$ cat src/rtl/sokoban_key_pkg.sv
// Key codes and command encoding shared by the keyboard decoder and the command encoder.
// Definitions only: no latency, no flow control.
package sokoban_key_pkg;

   localparam logic [7:0] ASCII_A_LO      = 8'h61;
   localparam logic [7:0] ASCII_A_UP      = 8'h41;
   localparam logic [7:0] ASCII_W_LO      = 8'h77;
   localparam logic [7:0] ASCII_W_UP      = 8'h57;
   localparam logic [7:0] ASCII_S_LO      = 8'h73;
   localparam logic [7:0] ASCII_S_UP      = 8'h53;
   localparam logic [7:0] ASCII_D_LO      = 8'h64;
   localparam logic [7:0] ASCII_D_UP      = 8'h44;
   localparam logic [7:0] ASCII_M_LO      = 8'h6D;
   localparam logic [7:0] ASCII_M_UP      = 8'h4D;
   localparam logic [7:0] ASCII_ENTER     = 8'h0D;
   localparam logic [7:0] ASCII_ESC       = 8'h1B;
   localparam logic [7:0] ASCII_BACKSPACE = 8'h08;

   // Code value doubles as the arbitration priority (7 wins).
   typedef enum logic [2:0] {
      CMD_M         = 3'd0,
      CMD_ENTER     = 3'd1,
      CMD_BACKSPACE = 3'd2,
      CMD_ESC       = 3'd3,
      CMD_A         = 3'd4,
      CMD_W         = 3'd5,
      CMD_S         = 3'd6,
      CMD_D         = 3'd7
   } cmd_code_t;

   typedef struct packed {
      logic [7:0] ascii;
      logic       released;
   } key_event_t;

   function automatic logic [7:0] cmd_to_ascii(input cmd_code_t code);
      logic [7:0] ascii;
      case (code)
         CMD_D:         ascii = ASCII_D_LO;
         CMD_S:         ascii = ASCII_S_LO;
         CMD_W:         ascii = ASCII_W_LO;
         CMD_A:         ascii = ASCII_A_LO;
         CMD_ESC:       ascii = ASCII_ESC;
         CMD_BACKSPACE: ascii = ASCII_BACKSPACE;
         CMD_ENTER:     ascii = ASCII_ENTER;
         default:       ascii = ASCII_M_LO;
      endcase
      return ascii;
   endfunction

endpackage

$ cat src/rtl/cmd_fifo.sv
// Synchronous FIFO with combinational head read; one-cycle write-to-visible latency.
// Push while full is refused unless a pop happens in the same cycle; pop while empty is ignored.
module cmd_fifo #(
   parameter int WIDTH = 3,
   parameter int DEPTH = 4
) (
   input  logic                     clk,
   input  logic                     reset,
   input  logic                     i_push,
   input  logic [WIDTH-1:0]         i_push_dat,
   input  logic                     i_pop,
   output logic [WIDTH-1:0]         o_pop_dat,
   output logic                     o_full,
   output logic                     o_empty,
   output logic [$clog2(DEPTH):0]   o_count
);

   localparam int AW = $clog2(DEPTH);

   logic [WIDTH-1:0] r_mem [DEPTH];
   logic [AW-1:0]    r_wr_ptr;
   logic [AW-1:0]    r_rd_ptr;
   logic [AW:0]      r_count;
   logic             w_pop_ok;
   logic             w_push_ok;

   assign o_full    = (r_count == (AW+1)'(DEPTH));
   assign o_empty   = (r_count == '0);
   assign o_count   = r_count;
   assign o_pop_dat = r_mem[r_rd_ptr];

   assign w_pop_ok  = i_pop && !o_empty;
   // A same-cycle pop frees the slot the push needs.
   assign w_push_ok = i_push && (!o_full || w_pop_ok);

   always_ff @(posedge clk) begin
      if (w_push_ok) begin
         r_mem[r_wr_ptr] <= i_push_dat;
      end
   end

   always_ff @(posedge clk) begin
      if (reset) begin
         r_wr_ptr <= '0;
         r_rd_ptr <= '0;
         r_count  <= '0;
      end else begin
         if (w_push_ok) begin
            r_wr_ptr <= r_wr_ptr + 1'b1;
         end
         if (w_pop_ok) begin
            r_rd_ptr <= r_rd_ptr + 1'b1;
         end
         case ({w_push_ok, w_pop_ok})
            2'b10:   r_count <= r_count + 1'b1;
            2'b01:   r_count <= r_count - 1'b1;
            default: r_count <= r_count;
         endcase
      end
   end

endmodule

$ cat src/rtl/key_command_encoder.sv
// Replays command pulses as ASCII press/release events; idle pulse-to-data_ready latency is 2 cycles.
// Events hold stable until i_read; commands queue in cmd_fifo and are dropped (sticky overflow) when it is full.
module key_command_encoder
   import sokoban_key_pkg::*;
#(
   parameter int DEPTH        = 4,
   parameter int GAP_CYCLES   = 2,
   parameter bit EMIT_RELEASE = 1'b1
) (
   input  logic       clk,
   input  logic       reset,
   input  logic       i_d_right,
   input  logic       i_s_down,
   input  logic       i_w_up,
   input  logic       i_a_left,
   input  logic       i_esc_retry,
   input  logic       i_backspace_retract,
   input  logic       i_enter_next,
   input  logic       i_m_switch,
   input  logic       i_read,
   output logic [7:0] o_ascii,
   output logic       o_released,
   output logic       o_data_ready,
   output logic       o_busy,
   output logic       o_overflow
);

   localparam int AW = $clog2(DEPTH);
   localparam int GW = (GAP_CYCLES > 0) ? $clog2(GAP_CYCLES + 1) : 1;
   localparam logic [GW-1:0] GAP_LOAD = GW'(GAP_CYCLES);

   localparam logic [2:0] S_IDLE    = 3'd0;
   localparam logic [2:0] S_PRESS   = 3'd1;
   localparam logic [2:0] S_PGAP    = 3'd2;
   localparam logic [2:0] S_RELEASE = 3'd3;
   localparam logic [2:0] S_RGAP    = 3'd4;

   logic [7:0]    w_cmd_vec;
   cmd_code_t     w_code;
   logic          w_push;
   logic          w_multi;
   logic          w_pop;
   logic          w_push_ok;
   logic [2:0]    w_head;
   logic          w_full;
   logic          w_empty;
   logic [AW:0]   w_count;
   logic [AW:0]   w_count_nxt;
   logic          w_xfer;

   logic [2:0]    r_state;
   logic [GW-1:0] r_gap;
   key_event_t    r_evt;
   logic          r_data_ready;
   logic          r_busy;
   logic          r_overflow;

   logic [2:0]    w_state_nxt;
   logic [GW-1:0] w_gap_nxt;
   key_event_t    w_evt_nxt;
   logic          w_dr_nxt;

   assign w_cmd_vec = {i_d_right, i_s_down, i_w_up, i_a_left,
                       i_esc_retry, i_backspace_retract, i_enter_next, i_m_switch};

   // Ascending scan: the last set bit seen is the highest priority.
   always_comb begin
      w_code = CMD_M;
      for (int i = 0; i < 8; i++) begin
         if (w_cmd_vec[i]) begin
            w_code = cmd_code_t'(i[2:0]);
         end
      end
   end

   assign w_push  = |w_cmd_vec;
   assign w_multi = (w_cmd_vec & (w_cmd_vec - 8'd1)) != 8'd0;

   cmd_fifo #(
      .WIDTH (3),
      .DEPTH (DEPTH)
   ) u_cmd_fifo (
      .clk        (clk),
      .reset      (reset),
      .i_push     (w_push),
      .i_push_dat (w_code),
      .i_pop      (w_pop),
      .o_pop_dat  (w_head),
      .o_full     (w_full),
      .o_empty    (w_empty),
      .o_count    (w_count)
   );

   assign w_push_ok   = w_push && (!w_full || w_pop);
   assign w_count_nxt = w_count + {{AW{1'b0}}, w_push_ok} - {{AW{1'b0}}, w_pop};
   assign w_xfer      = r_data_ready && i_read;

   always_comb begin
      w_state_nxt = r_state;
      w_gap_nxt   = r_gap;
      w_evt_nxt   = r_evt;
      w_dr_nxt    = r_data_ready;
      w_pop       = 1'b0;
      case (r_state)
         S_IDLE: begin
            if (!w_empty) begin
               w_pop              = 1'b1;
               w_evt_nxt.ascii    = cmd_to_ascii(cmd_code_t'(w_head));
               w_evt_nxt.released = 1'b0;
               w_dr_nxt           = 1'b1;
               w_state_nxt        = S_PRESS;
            end
         end
         S_PRESS: begin
            if (w_xfer) begin
               w_dr_nxt = 1'b0;
               if (GAP_CYCLES > 0) begin
                  w_state_nxt = S_PGAP;
                  w_gap_nxt   = GAP_LOAD;
               end else if (EMIT_RELEASE) begin
                  w_state_nxt        = S_RELEASE;
                  w_evt_nxt.released = 1'b1;
                  w_dr_nxt           = 1'b1;
               end else begin
                  w_state_nxt = S_IDLE;
               end
            end
         end
         S_PGAP: begin
            if (r_gap <= GW'(1)) begin
               if (EMIT_RELEASE) begin
                  w_state_nxt        = S_RELEASE;
                  w_evt_nxt.released = 1'b1;
                  w_dr_nxt           = 1'b1;
               end else begin
                  w_state_nxt = S_IDLE;
               end
            end else begin
               w_gap_nxt = r_gap - 1'b1;
            end
         end
         S_RELEASE: begin
            if (w_xfer) begin
               w_dr_nxt = 1'b0;
               if (GAP_CYCLES > 0) begin
                  w_state_nxt = S_RGAP;
                  w_gap_nxt   = GAP_LOAD;
               end else begin
                  w_state_nxt = S_IDLE;
               end
            end
         end
         S_RGAP: begin
            if (r_gap <= GW'(1)) begin
               w_state_nxt = S_IDLE;
            end else begin
               w_gap_nxt = r_gap - 1'b1;
            end
         end
         default: begin
            w_state_nxt = S_IDLE;
            w_dr_nxt    = 1'b0;
         end
      endcase
   end

   // busy is registered from next-cycle values so it drops the same cycle the FSM lands in IDLE.
   always_ff @(posedge clk) begin
      if (reset) begin
         r_state      <= S_IDLE;
         r_gap        <= '0;
         r_evt        <= '0;
         r_data_ready <= 1'b0;
         r_busy       <= 1'b0;
         r_overflow   <= 1'b0;
      end else begin
         r_state      <= w_state_nxt;
         r_gap        <= w_gap_nxt;
         r_evt        <= w_evt_nxt;
         r_data_ready <= w_dr_nxt;
         r_busy       <= (w_count_nxt != '0) || (w_state_nxt != S_IDLE);
         r_overflow   <= r_overflow | w_multi | (w_push && !w_push_ok);
      end
   end

   assign o_ascii      = r_evt.ascii;
   assign o_released   = r_evt.released;
   assign o_data_ready = r_data_ready;
   assign o_busy       = r_busy;
   assign o_overflow   = r_overflow;

endmodule
$ cat config.mk
export PLATFORM = sky130hd
export DESIGN_NAME = key_command_encoder
export DESIGN_NICKNAME = d
export VERILOG_FILES = /design/src/rtl/sokoban_key_pkg.sv /design/src/rtl/cmd_fifo.sv /design/src/rtl/key_command_encoder.sv
export SDC_FILE = /design/constraint.sdc
export NUM_CORES = 1
export LEC_CHECK = 0
export CAP_MARGIN = 20
export CORE_MARGIN = 1
export CORE_UTILIZATION = 30
export CTS_CLUSTER_DIAMETER = 50
export DETAILED_ROUTE_END_ITERATION = 6
export HOLD_SLACK_MARGIN = 0.12
export MAX_ROUTING_LAYER = met4
export SLEW_MARGIN = 20
export SYNTH_ARGS = -nofsm -noshare
export SYNTH_HDL_FRONTEND = slang
export SYNTH_HIERARCHICAL = 1
export SYNTH_SLANG_ARGS = --single-unit
$ cat constraint.sdc
create_clock -name clk -period 5.7 [get_ports clk]
set_clock_uncertainty 0.2 [all_clocks]
set_input_delay 1.14 -clock clk [delete_from_list [all_inputs] [get_ports clk]]
set_output_delay 1.14 -clock clk [all_outputs]
set_load 0.01 [all_outputs]
Word level (Yosys, flattened, before mapping)

Memories as Yosys holds them, arrays and structs flattened. A register that Yosys moved wholly into a read port is not among the register bits.
Index checks and enable logic that the tools add are counted.

Flip-flop bits (word level): 23
RAM bits: 12
Input bits: 11
Output and inout port bits: 12
Logic and storage cells: 99
Memories kept: 1

$add $sub $neg: 8
Magnitude comparators: 1
Eq/ne operators: 18
Mux-type cells: 30
Bitwise logic cells: 5
Reduce and logical (&&, ||, !) cells: 26

Memories:

| memory           | words | bits a word | read ports | clocked after memory_dff | wr ports | RTL line       | source |
|---|---|---|---|---|---|---|---|
| u_cmd_fifo.r_mem | 4     | 3           | 1          | 1                        | 1        | cmd_fifo.sv:20 | `logic [WIDTH-1:0] r_mem [DEPTH];` |

Operators by type and width:

| kind                | count |
|---|---|
| $pmux 7 s7          | 1 |
| $mux 3              | 11 |
| $eq 3x3->1 const B  | 6 |
| $pmux 3 s5          | 1 |
| $eq 3x2->1 const B  | 4 |
| $mux 1              | 9 |
| $and 8x8->8         | 1 |
| $mux 2              | 4 |
| $reduce_bool 8->1   | 1 |
| $reduce_or 8->1     | 1 |
| $sub 8x1->8 const B | 1 |
| $eq 3x1->1 const B  | 2 |
| $logic_not 3->1     | 2 |
| $ne 2x2->1 const B  | 3 |
| $pmux 3 s2          | 1 |
| $reduce_and 3->1    | 2 |
| $reduce_bool 2->1   | 3 |
| $reduce_bool 3->1   | 2 |
| $logic_and 1x1->1   | 5 |
| $add 2x1->2 const B | 2 |
| $pmux 1 s4          | 1 |
| $pmux 2 s2          | 1 |
| $reduce_and 4->1    | 1 |
| $reduce_or 2->1     | 2 |
| 15 further kinds    | 21 |

Logic depth before layout (Yosys ltp)

Depth after elaboration: 9
Depth in mapped cells: 13
Gate-level depth less buffers: 12

Modules after synthesis

Netlist, hierarchy kept.

Modules (own cells, without submodules):

| module              | instances | cells each | area an instance (µm²) | sequential area each (µm²) |
|---|---|---|---|---|
| cmd_fifo            | 1         | 69         | 923.4                  | 540.5 |
| key_command_encoder | 1         | 114        | 880.8                  | 280.3 |

Least setup slack after synthesis

Ideal clock, no wire load.

Path type: input to register
Start: input i_esc_retry
End: register u_cmd_fifo.r_count[2], in the netlist u_cmd_fifo/o_count[2]
Library setup time: 70 ps
Data arrival time: 3332 ps
Required time: 5430 ps
Setup slack: 2098 ps
Cell stages on the path: 11
Path through: or4_4 nor2_1 inv_1 a21boi_2 inv_1 ha_1 inv_1 fa_1 xor2_1 or3_2 a21oi_1

Longest elaborated chain between the ends: 4

Ends and longest elaborated chain:

| element                                         | RTL line                  | source |
|---|---|---|
| from (decl)                                     | key_command_encoder.sv:16 | `input logic i_esc_retry,` |
| $reduce_or 8->1 *                               | key_command_encoder.sv:76 | `assign w_push = \|w_cmd_vec;` |
| via w_push                                      | key_command_encoder.sv:40 | `logic w_push;` |
| $logic_and 1x1->1 *                             | cmd_fifo.sv:34            | `assign w_push_ok = i_push && (!o_full \|\| w_pop_ok);` |
| $eq 2x1->1 or $eq 2x2->1 (tied branches)        | cmd_fifo.sv:54            | `case ({w_push_ok, w_pop_ok})` |
| $pmux 3 s2 or $reduce_bool 2->1 (tied branches) | n/a                       |  |
| to (signal assigned)                            | cmd_fifo.sv:55            | `2'b10: r_count <= r_count + 1'b1;` |
| to (signal assigned)                            | cmd_fifo.sv:56            | `2'b01: r_count <= r_count - 1'b1;` |
| to (signal assigned)                            | cmd_fifo.sv:57            | `default: r_count <= r_count;` |
| to (decl)                                       | cmd_fifo.sv:23            | `logic [AW:0] r_count;` |

Mark *: on every way through the listed nets, which the timed path passes. The rest lies on a longest branch.
A chain may end at the register's enable or synchronous reset.

Worst setup path in the final report

Ends and elaborated chain as after synthesis.

==> summary.md <==
| Metric | Value |
|---|---|
| Vias per cell | `4.65` |
| CTS tree | `built` |
| Netlist cell types | `44` |
| Core area | `0.00564 mm²` |
| Worst Path Max Fanout | `7` |
| CP Launch Type | `input pin` |
| Asr flop ratio synth | `0%` |
| Synth warn | `6` |
| Ys flop type | `dfxtp_1` |
| Pwr dens | `455 mW/mm²` |
| Sw Share | `36.3%` |
| Design Area, Final | `0.00214 mm²` |
| Slew at the pin with the worst max-slew slack | `0.851 ns` |
| Clk sinks | `35` |
| Clk slew on worst S/H paths | `0.07 ns` |
| Clock share of power | `17.5%` |
| Worst slack, placed | `1.45 ns` |
| Cts repair resizes | `0` |
| Run status | `finished, final reports clean` |
| Iteration-0 DRC Markers | `50` |
| DP Cell Count | `267` |
| Register Area | `821 µm²` |
| Critical Path Sink Type | `register` |
| Switching pwr | `0.000354 W` |
| Fmax | `251 MHz` |
| Worst EP required | `5.70 ns` |
| EDFF count, synth | `12` |
| Clock tree root driver cell | `clkbuf_8` |
| Combinational share of power | `43.7%` |
| Max-slew violations | `0` |
| Post-DP HPWL | `2400 µm` |
| Kind of critical path | `in -> reg` |
| Starting Density | `32.0%` |
| RSZ-0062 raised after global routing | `false` |
| Worst hold path type | `reg -> reg` |
| Max cap viols | `0` |
| Die Wd | `79.6 µm` |
| Max clock buf depth | `2` |
| TNS Setup | `0 ns` |
| # hold bufs at CTS | `0` |
| Post-Syn Nets | `204` |
| Fill count | `558` |
| Sequential fraction of the synthesis area | `45.5%` |
| Routed wire length per instance | `11.7 µm` |
| GPL Wtd Cong | `0.773` |
| P_leak | `0.798 nW` |
| Placed cell area | `0.00206 mm²` |
| Die Area | `0.00633 mm²` |
| Fin nets | `223` |
| Worst rel slew slack | `43.1%` |
| Antenna violations before repair | `0` |
| Total routed wirelength | `3220 µm` |
| Non-Filler Instances | `275` |
| Proportion of layout cells with a drive suffix above 1 | `10.3%` |
| Post-DRT Antenna Nets | `0` |
| Global-route wire length before repair | `5600 µm` |
| Commonest non-fill, non-tap cells in the layout | `nor2_1 (27), dfxtp_1 (23), clkdlybuf4s50_1 (21), inv_1 (17), edfxtp_1 (12)` |
| Vias in the first global route | `1218` |
| GRT Util Overall | `12.2%` |
| Cell row count | `27` |
| Clock Latency Late Sink | `0.29 ns` |
| CTS H-tree depth | `2` |
| Final hold violations | `0` |
| Sequential share of power | `38.8%` |
| Peak supply drop | `143 µV` |
| Commonest non-fill, non-tap cell in the layout | `nor2_1` |
| Synthesized instance count | `183` |
| Clock buffer count from CTS | `5` |
| P_int | `0.000620 W` |
| Post-CTS setup buffer count | `0` |
| Flop and latch count out of synthesis | `35` |
| I/O pins | `23` |
| Post-Route Utilization | `37.9%` |
| Critical path arrival | `3.98 ns` |
| Ant diodes | `0` |
| Via count | `1279` |
| Layout area overhead | `18.7%` |
| Residual DRC count | `0` |
| Final Worst Setup Slack | `1.71 ns` |
| Area used by multi-input combinational logic | `875 µm²` |
| Die H | `79.6 µm` |
| Minimum clock period | `3.99 ns` |
| Final worst-path cycle share | `70.0%` |
| Synthesized area per cell | `9.86 µm²` |
| # setup viols final | `0` |
| Post-Syn Area | `0.00180 mm²` |
| GR Overflow Total | `0` |
| DRT Pass-1 Iters | `4` |
| Buffers on Ports | `21` |
| Largest net degree at the start of global routing | `25` |
==> through the flow <==
step                hold slack (ns)  power, W
floorplan                     0.259  0.000687
global placement              0.276  0.000806
detailed placement            0.290  0.000813
CTS                           0.303  0.000988
global route                  0.338   0.00107
finish                        0.300  0.000974
==> flip-flops by register name (all words and copies together), names as in the netlist, named ones only <==
signal	cells
o_busy	1
u_cmd_fifo/o_count	3
o_data_ready	1
o_overflow	1
u_cmd_fifo/r_mem	12
u_cmd_fifo/r_rd_ptr	2
r_state	3
r_gap	2
o_ascii	5
o_released	1
u_cmd_fifo/r_wr_ptr	2
==> cells by family after synthesis <==
group	count (synthesis)	share of synthesized area, %
flip-flops	35	45.5
multiplexers	5	5.13
AND/OR/NAND/NOR	65	18.9
buffers and inverters	26	6.03
XOR/XNOR	9	4.37
AO/OA/AOI/OAI	30	11.0
other	1	0.208
adder cells (fa/ha/maj)	12	8.95
==> worst max-delay path: stages <==
cell and delay [ns]:
clkdlybuf4s50_1 0.47, or4_4 0.57, nor2_1 0.15, inv_1 0.04, a21boi_2 0.19, inv_1 0.08
ha_1 0.17, inv_1 0.07, fa_1 0.37, xor2_1 0.16, or3_2 0.41, a21oi_1 0.17
==> cell usage after synthesis, drive strengths merged, types with 2 or more instances <==
master   number  area [µm²]
nor3          7        35.0
clkbuf        6        22.5
dfxtp        23         460
fa            2        40.0
nand2         5        18.8
maj3          2        21.3
nor2         27         101
mux4          3        67.6
buf           3        22.5
nand3         2        10.0
a21oi        11        55.1
nand2b        5        31.3
nand3b        2        15.0
nor3b         3        27.5
inv          17        63.8
a2111oi       2        17.5
nor2b         3        18.8
o21ai         4        20.0
xor2          6        52.6
ha            8         100
a211oi        4        30.0
edfxtp       12         360
and2          5        36.3
or3           2        13.8
xnor2         3        26.3
or4           3        26.3
==> layer usage <==
layer | routed length, µm | part of all wire (%) | GRT usage (%) | vias up
li1 | - | - | - | 663
met2 | 1370 | 42 | 18.0 | 30
met5 | 0 | 0 | - | -
met3 | 147 | 4.6 | 3.54 | 5
met4 | 76 | 2.4 | 6.18 | 0
met1 | 1630 | 51 | 15.1 | 581
==> power by group through the flow <==
stage	Sequential [W]	Clock, W	Combinational, W
floorplan	0.000384	0	0.000303
global placement	0.000382	0	0.000423
detailed placement	0.000385	0	0.000429
CTS	0.000379	0.000178	0.000431
global route	0.000389	0.000187	0.000495
finish	0.000378	0.000171	0.000425
==> path summary, 6_finish.rpt <==
path / from / end / slack (ns) / depth (start not counted)
min: o_ascii[3]$_SDFFE_PP0P_ / o_ascii[3]$_SDFFE_PP0P_ / 0.30 / 2
max reg2reg: u_cmd_fifo/o_count[1]$_SDFFE_PP0P_ / u_cmd_fifo/o_count[2]$_SDFFE_PP0P_ / 2.25 / 12
max: i_esc_retry / u_cmd_fifo/o_count[2]$_SDFFE_PP0P_ / 1.71 / 12
min reg2reg: o_ascii[3]$_SDFFE_PP0P_ / o_ascii[3]$_SDFFE_PP0P_ / 0.30 / 2
==> cell type report <==
type	instances	share of cell area [%]
Tap cell	72	4.21
Clock inverter	1	0.234
Sequential cell	35	38.3
Clock buffer	7	3.57
Inverter	17	2.98
Multi-Input combinational cell	122	40.9
Timing Repair Buffer	21	9.82
Note: power is estimated with default switching activity, not from simulation.
